[src/rtl/contador_mortes_rodada.sv]
// -----------------------------------------------------------------------------
// contador_mortes_rodada
//   Per-round death tally for the game core, for N_JOGADORES players.
//   Takes one death-flag vector per round through a valid/ready handshake.
//   Flags for players who are already dead are masked off. New deaths are
//   counted by a two-stage pipelined adder tree. The block keeps the alive
//   mask and the alive total across rounds and raises the game-over flag.
//
//   Optional feature macro: CONTA_LOBOS_EN
//     Adds the wolf-role mask input i_lobos, sampled on i_iniciar, and the
//     output o_lobos_vivos. It also swaps the game-over rule for the
//     wolves-vs-villagers rule.
//
// Ports
//   i_clock         rising-edge clock
//   i_reset_n       asynchronous, active-low reset
//   i_iniciar       new game: revive everyone, abort any round in flight
//   i_mortes        death flags for this round, bit i = player i
//   i_mortes_valid  i_mortes is valid this cycle
//   o_mortes_ready  block can accept a round (decode of the state register)
//   o_count_valid   one-cycle pulse: count/alive outputs were just updated
//   o_count_mortes  new deaths counted in the last completed round
//   o_vivos         alive mask, bit i = 1 while player i is alive
//   o_total_vivos   popcount of o_vivos
//   o_fim_jogo      game over (sticky until i_iniciar or reset)
//   i_lobos         (CONTA_LOBOS_EN) wolf-role mask
//   o_lobos_vivos   (CONTA_LOBOS_EN) number of wolves still alive
// -----------------------------------------------------------------------------
module contador_mortes_rodada #(
  parameter int unsigned N_JOGADORES = 5,
  localparam int unsigned W = $clog2(N_JOGADORES + 1)
) (
  input  logic                   i_clock,
  input  logic                   i_reset_n,
  input  logic                   i_iniciar,
  input  logic [N_JOGADORES-1:0] i_mortes,
  input  logic                   i_mortes_valid,
  output logic                   o_mortes_ready,
  output logic                   o_count_valid,
  output logic [W-1:0]           o_count_mortes,
  output logic [N_JOGADORES-1:0] o_vivos,
  output logic [W-1:0]           o_total_vivos,
`ifdef CONTA_LOBOS_EN
  input  logic [N_JOGADORES-1:0] i_lobos,
  output logic [W-1:0]           o_lobos_vivos,
`endif
  output logic                   o_fim_jogo
);

  // Split point of the adder tree: the low half is the bits below N_LO.
  localparam int unsigned N_LO = N_JOGADORES / 2;
  localparam logic [N_JOGADORES-1:0] MASCARA_LO =
    N_JOGADORES'((64'd1 << N_LO) - 64'd1);

  typedef enum logic [1:0] {
    OCIOSO  = 2'd0,
    MASCARA = 2'd1,
    SOMA    = 2'd2
  } estado_t;

  // Number of set bits in a player vector.
  function automatic logic [W-1:0] popcount(input logic [N_JOGADORES-1:0] v);
    logic [W-1:0] c;
    c = '0;
    for (int i = 0; i < int'(N_JOGADORES); i++) begin
      c = c + W'(v[i]);
    end
    return c;
  endfunction

  estado_t                r_estado;
  logic [N_JOGADORES-1:0] r_efetivas;
  logic [W-1:0]           r_soma_lo;
  logic [W-1:0]           r_soma_hi;
  logic                   r_count_valid;
  logic [W-1:0]           r_count_mortes;
  logic [N_JOGADORES-1:0] r_vivos;
  logic [W-1:0]           r_total_vivos;
  logic                   r_fim_jogo;

  logic [W-1:0]           w_soma;
  logic [W-1:0]           w_total_novo;
  logic                   w_fim_regra;

`ifdef CONTA_LOBOS_EN
  logic [N_JOGADORES-1:0] r_lobos;
  logic [W-1:0]           r_lobos_vivos;
  logic [W-1:0]           r_soma_lobos;
  logic [W-1:0]           w_lobos_novo;
`endif

  // Final stage of the adder tree, plus the alive total after this round.
  // efetivas is a subset of vivos, so the subtraction cannot wrap.
  assign w_soma       = r_soma_lo + r_soma_hi;
  assign w_total_novo = r_total_vivos - w_soma;

`ifdef CONTA_LOBOS_EN
  // Game over when the wolves are gone or are at least as many as the others.
  assign w_lobos_novo = r_lobos_vivos - r_soma_lobos;
  assign w_fim_regra  = (w_lobos_novo == '0) ||
                        (w_lobos_novo >= (w_total_novo - w_lobos_novo));
`else
  // Game over when at most one player is left standing.
  assign w_fim_regra  = (w_total_novo <= W'(1));
`endif

  // Round FSM and all registered state. i_iniciar overrides everything.
  always_ff @(posedge i_clock or negedge i_reset_n) begin
    if (!i_reset_n) begin
      r_estado       <= OCIOSO;
      r_efetivas     <= '0;
      r_soma_lo      <= '0;
      r_soma_hi      <= '0;
      r_count_valid  <= 1'b0;
      r_count_mortes <= '0;
      r_vivos        <= '1;
      r_total_vivos  <= W'(N_JOGADORES);
      r_fim_jogo     <= 1'b0;
`ifdef CONTA_LOBOS_EN
      r_lobos        <= '0;
      r_lobos_vivos  <= '0;
      r_soma_lobos   <= '0;
`endif
    end else begin
      r_count_valid <= 1'b0;
      if (i_iniciar) begin
        // New game; any round in flight is dropped without a pulse.
        r_estado       <= OCIOSO;
        r_efetivas     <= '0;
        r_count_mortes <= '0;
        r_vivos        <= '1;
        r_total_vivos  <= W'(N_JOGADORES);
        r_fim_jogo     <= 1'b0;
`ifdef CONTA_LOBOS_EN
        r_lobos        <= i_lobos;
        r_lobos_vivos  <= popcount(i_lobos);
`endif
      end else begin
        case (r_estado)
          OCIOSO: begin
            if (i_mortes_valid) begin
              r_efetivas <= i_mortes & r_vivos;
              r_estado   <= MASCARA;
            end
          end
          MASCARA: begin
            r_soma_lo    <= popcount(r_efetivas & MASCARA_LO);
            r_soma_hi    <= popcount(r_efetivas & ~MASCARA_LO);
`ifdef CONTA_LOBOS_EN
            r_soma_lobos <= popcount(r_efetivas & r_lobos);
`endif
            r_estado     <= SOMA;
          end
          SOMA: begin
            r_count_mortes <= w_soma;
            r_vivos        <= r_vivos & ~r_efetivas;
            r_total_vivos  <= w_total_novo;
            r_fim_jogo     <= r_fim_jogo | w_fim_regra;
`ifdef CONTA_LOBOS_EN
            r_lobos_vivos  <= w_lobos_novo;
`endif
            r_count_valid  <= 1'b1;
            r_estado       <= OCIOSO;
          end
          default: begin
            r_estado <= OCIOSO;
          end
        endcase
      end
    end
  end

  assign o_mortes_ready = (r_estado == OCIOSO);
  assign o_count_valid  = r_count_valid;
  assign o_count_mortes = r_count_mortes;
  assign o_vivos        = r_vivos;
  assign o_total_vivos  = r_total_vivos;
  assign o_fim_jogo     = r_fim_jogo;
`ifdef CONTA_LOBOS_EN
  assign o_lobos_vivos  = r_lobos_vivos;
`endif

endmodule
[config.mk]
export PLATFORM = sky130hd
export DESIGN_NAME = contador_mortes_rodada
export DESIGN_NICKNAME = d
export VERILOG_FILES = /design/src/rtl/contador_mortes_rodada.sv
export SDC_FILE = /design/constraint.sdc
export NUM_CORES = 1
export LEC_CHECK = 0
export ABC_AREA = 1
export CORE_MARGIN = 2
export CORE_UTILIZATION = 28
export CTS_CLUSTER_DIAMETER = 150
export DETAILED_ROUTE_END_ITERATION = 10
export SLEW_MARGIN = 15
export SYNTH_ARGS = -nofsm -noshare
export SYNTH_HDL_FRONTEND = slang
export SYNTH_SLANG_ARGS = --single-unit
[constraint.sdc]
create_clock -name i_clock -period 5.25 [get_ports i_clock]
set_input_delay 0.7875 -clock i_clock [delete_from_list [all_inputs] [get_ports i_clock]]
set_output_delay 0.7875 -clock i_clock [all_outputs]
set_load 0.01 [all_outputs]
# After elaboration in Yosys (flattened, before gate mapping)
# Index checks and enable logic that the tools add are counted.
# word_totals
reg_bits,26
# classes
reduce_logical,6
eq_ne,3
muxes,16
add_sub_neg,5
n_lt_le_gt_ge,1
n_bitwise,5
# ops
cell,count
two-way mux 5 bit,5
two-way mux 3 bit,4
AND 5 bit,2
nonzero test 2 bit,3
inverter 5 bit,1
adder 1 x 1 -> 2 bit,2
two-way mux 1 bit,4
two-way mux 2 bit,2
case mux 2 bit (2 select lines),1
AND reduction 2 bit,2
adder 2 x 1 -> 3 bit,1
adder 3 bit,1
"less-or-equal comparator 3 x 1 -> 1 bit, second input constant",1
"inequality test 3 bit, second input constant",1
subtractor 3 bit,1
"== test 2 x 1 -> 1 bit, second input constant",1
"== test 2 bit, second input constant",1
logical NOT 2 bit,1
inverter 1 bit,1
OR 1 bit,1

# Longest topological paths before layout
# logic_depth
depth_word,6
ltp_mapped,10
mapped_depth_nobuf,10

# Least setup slack after synthesis
# No wires, ideal clock.
# synth_path
path_type,register -> register
from,reg r_soma_lo[0]
to,reg r_fim_jogo (netlist: o_fim_jogo)
path_slack_ns,3.483
t_required_ns,5.132
stages_incl_launch_ff,8
t_arrival_ns,1.649
setup_time_ns,0.118
n_path_buf,0
cell_sequence,dfrtp_1 > ha_1 > inv_1 > fa_1 > inv_1 > fa_1 > nand4_1 > nand2_1
# synth_between
elab_chain_len,6
# synth_rtl
item,line,source
"start, declared",73,logic [W-1:0] r_soma_lo;
"start signal, assigned",147,r_soma_lo <= popcount(r_efetivas & MASCARA_LO);
adder 3 bit,94,assign w_soma = r_soma_lo + r_soma_hi;
subtractor 3 bit,95,assign w_total_novo = r_total_vivos - w_soma;
less-or-equal comparator 3 x 1 -> 1 bit,104,assign w_fim_regra = (w_total_novo <= W'(1));
OR 1 bit,158,r_fim_jogo <= r_fim_jogo | w_fim_regra;
two-way mux 1 bit,139,case (r_estado)
two-way mux 1 bit,126,if (i_iniciar) begin
"end signal, assigned",158,
"end, declared",79,logic r_fim_jogo;
# No other way between the ends. The select of a mux whose other input is x is not followed.
# A chain may end at the register's enable or synchronous reset.

# Worst setup path after layout
# layout_path
from,reg r_estado[1]
to,out o_mortes_ready
# layout_between
elab_chain_len,1
# layout_rtl
item,line,source
"start, declared",71,estado_t r_estado;
"start signal, assigned",110,r_estado <= OCIOSO;
"start signal, assigned",128,r_estado <= OCIOSO;
"start signal, assigned",143,r_estado <= MASCARA;
logical NOT 2 bit,173,assign o_mortes_ready = (r_estado == OCIOSO);
"end, declared",38,"output logic o_mortes_ready,"
# No other way between the ends.

==> results.rst <==
.. list-table::
   :header-rows: 1

   * - Metric
     - Value
   * - Setup Skew
     - 0.00432 ns
   * - Hold WC Path Type
     - register to register
   * - Run status
     - complete, no violations
   * - Clock buffer count from CTS
     - 3
   * - Clock latency at the later pin of the worst-skew pair
     - 0.26 ns
   * - Wire length of the first global-routing pass
     - 3640 µm
   * - Worst slew margin
     - 64.6%
   * - Post-route fraction of the period consumed by the critical path
     - 42.0%
   * - Peak ir drop on the vdd network
     - about 0.00023 V
   * - Wire per inst
     - 11.4 µm
   * - Overall Global Routing Usage
     - 10.8%
   * - Cells on worst reg2reg path
     - 7
   * - Pleak
     - a little under 0.7 nW
   * - Placement Setup Slack
     - 3.14 ns
   * - Total number of H-tree levels
     - 1
   * - Post-route cell area
     - 1390 µm²
   * - Placed Cells incl. Taps
     - 178
   * - Critical path startpoint category
     - register
   * - Starting utilization of the core area
     - between 20% and 30%
   * - Max Buffers Root-to-Sink
     - 2
   * - Max-cap check violation count
     - 0
   * - Pins over their slew limit
     - 0
   * - Category of the most critical setup path
     - register to output pin
   * - Synth-to-Final Area Change
     - 30.1%
   * - Gate count after technology mapping
     - 108
   * - Smallest hold slack
     - about 0.45 ns
   * - Fraction of layout cells with a size suffix above 1
     - 12.7%
   * - Floorplan row count
     - 22
   * - Setup crit end kind
     - output pin
   * - Gp weighted congestion
     - about 0.80
   * - Die Area
     - ~4300 µm²
   * - Placed cell area
     - 1350 µm²
   * - Time the worst path needs with I/O delays and setup
     - 2.20 ns
   * - First-pass iteration count of the detailed router
     - 4
   * - Share of the yosys chip area belonging to registers
     - 57.2%
   * - Clock Root Buffer
     - sky130_fd_sc_hd__clkbuf_8
   * - Cell Pwr Density
     - 266 nW/µm²
   * - Buffers inserted during post-CTS setup optimization
     - 0
   * - Syn Area/Cell
     - roughly 9.9 µm²
   * - Antenna-violating nets left
     - 0
   * - Number of vias in the routed layout
     - 795
   * - TritonCTS clock tree
     - built
   * - Post-synthesis net count
     - 123
   * - Critical path peak fanout
     - 4
   * - Via count of the first global-routing pass
     - 803
   * - Clock net sink count
     - 24
   * - Sum of net half-perimeters after detailed placement
     - 1600 µm
   * - Most common cell after layout, fill and taps aside
     - sky130_fd_sc_hd__nand2_1
   * - Register clock-pin slew on the reported worst setup and hold paths
     - 0.08 ns
   * - Die boundary width
     - 65.7 µm
   * - Resize count post-CTS
     - 0
   * - Slack of the worst reg-to-reg path
     - 3.33 ns
   * - Non-filler instance count after layout
     - 182
   * - Number of hold buffers added after cts
     - 0
   * - CP required
     - between 4 and 5 ns
   * - Setup violations, final
     - 0
   * - WHS Path Cells
     - 1
   * - Endpoint arrival time on the critical path
     - 1.42 ns
   * - Vert. Die Dim
     - 65.7 µm
   * - Port-buffer cells
     - 22
   * - Slew at the pin closest to its max-slew limit
     - between 0.5 and 0.6 ns
   * - Total I/O pin count
     - 23
   * - FF+latch count, synth
     - 24
   * - Final hold vios
     - 0
   * - Detailed-route wire length
     - about 2100 µm
   * - Setup slack after layout
     - 3.05 ns
   * - Filler cell count in the final layout
     - about 380
   * - Critical Path Max Stage Delay
     - ~0.56 ns
   * - DRC violations left
     - 0
   * - RSZ-0062 raised after global routing
     - false
   * - Sum Neg Setup Slack
     - 0 ns
   * - Number of antenna violations at the first check in global routing
     - 0
   * - Drt initial violations
     - 16
   * - CP max-delay cell
     - sky130_fd_sc_hd__clkdlybuf4s50_1
   * - Highest-count cells in the layout ignoring fill and taps
     - sky130_fd_sc_hd__nand2_1, sky130_fd_sc_hd__clkdlybuf4s50_1, sky130_fd_sc_hd__dfrtp_1
   * - Distinct cell type count after synthesis
     - 17
   * - Core area
     - about 3700 µm²
   * - Crit path from
     - r_estado[1]$_DFFE_PN0P_
   * - Pin count of the biggest net entering global routing
     - 25
   * - Aggregate global routing overflow
     - 0
   * - Worst hold path startpoint
     - r_efetivas[1]$_DFFE_PN0P_
   * - Antenna fix cells
     - 0
   * - DR vias/cell
     - 4.37
   * - Netlist area before placement
     - 1060 µm²
   * - Fmax
     - 454 MHz
   * - Number of warnings issued by yosys
     - 0
   * - Reg-to-reg startpoint
     - r_soma_lo[0]$_DFFE_PN0P_
   * - Layout net count
     - 150
   * - Worst path cell trace
     - nor2_2, clkdlybuf4s50_1
-- metal layers --
metal	vias to the layer above	GRT usage (%)	routed length [µm]
met5	-	0	0
met1	372	13.9	992
met4	0	0.781	0
met3	0	3.08	94
li1	401	-	-
met2	22	18.7	988
-- where the power goes --
part           internal (mW)  total, mW  leakage (nW)  switching [mW]
clock network         0.0541      0.111        0.0228          0.0567
registers              0.196      0.203         0.305         0.00718
logic                 0.0239     0.0544         0.344          0.0305
total                  0.274      0.368         0.672          0.0944
-- flip-flops by register name, summed over array words and instances, names as in the netlist --
name            cells
o_fim_jogo          1
r_efetivas          5
o_vivos             5
r_soma_lo           2
o_count_mortes      3
r_estado            2
o_count_valid       1
r_soma_hi           2
o_total_vivos       3
-- worst max-delay path, delay by kind of cell (launching register included) --
kind,cells,cell delay (ns)
buf+inv,1,0.56
flops,1,0.44
simple gates,1,0.16
-- through the flow --
step,util [%],total power [mW]
detailed placement,36.7,0.262
finish,37.8,0.368
floorplan,-,0.236
global route,37.8,0.391
CTS,38.0,0.374
global placement,36.7,0.260
-- synth_stat cells --
cell type                 number  share of area [%]
sky130_fd_sc_hd__inv_1        12                4.2
sky130_fd_sc_hd__fa_1          3                5.6
sky130_fd_sc_hd__nand2_1      28                9.9
sky130_fd_sc_hd__ha_1          3                3.5
sky130_fd_sc_hd__a21oi_1       6                2.8
sky130_fd_sc_hd__nand2_4       1                1.1
sky130_fd_sc_hd__o21ai_0      10                4.7
sky130_fd_sc_hd__nor2_1        6                2.1
sky130_fd_sc_hd__inv_4         2                1.2
sky130_fd_sc_hd__a22oi_1       1               0.71
sky130_fd_sc_hd__dfstp_2       7                 17
sky130_fd_sc_hd__nand3_4       1                1.6
sky130_fd_sc_hd__dfrtp_1      17                 40
sky130_fd_sc_hd__nand4_1       1               0.59
sky130_fd_sc_hd__nand3_1       8                3.8
sky130_fd_sc_hd__nor2_2        1               0.59
sky130_fd_sc_hd__inv_2         1               0.35
-- final timing paths --
check / end
max in group asynchronous: o_vivos[2]$_DFFE_PN1P_
min in group asynchronous: o_count_mortes[0]$_DFFE_PN0P_
hold / removal: o_vivos[1]$_DFFE_PN1P_
hold reg to reg: o_vivos[1]$_DFFE_PN1P_
setup reg to reg: o_fim_jogo$_DFFE_PN0P_
setup / recovery: o_mortes_ready
-- kinds of logic (layout without fill, tap and decap cells) --
family	after synthesis	after routing	share of synthesized area (%)
adder cells (fa/ha/maj)	6	6	9.17
AO/OA/AOI/OAI	17	17	8.23
buffers and inverters	15	41	5.76
AND/OR/NAND/NOR	46	46	19.6
flip-flops	24	24	57.2
-- final cells by class --
cell class	instances	area, µm²	share of cell area, %
multi-input cells	69	394	28.5
well taps	48	60.1	4.34
clock buffers	4	45.0	3.25
flip-flops and latches	24	609	44.0
repair buffers	22	215	15.5
inverters	15	61.3	4.43
Note: power is estimated with default switching activity, not from simulation.
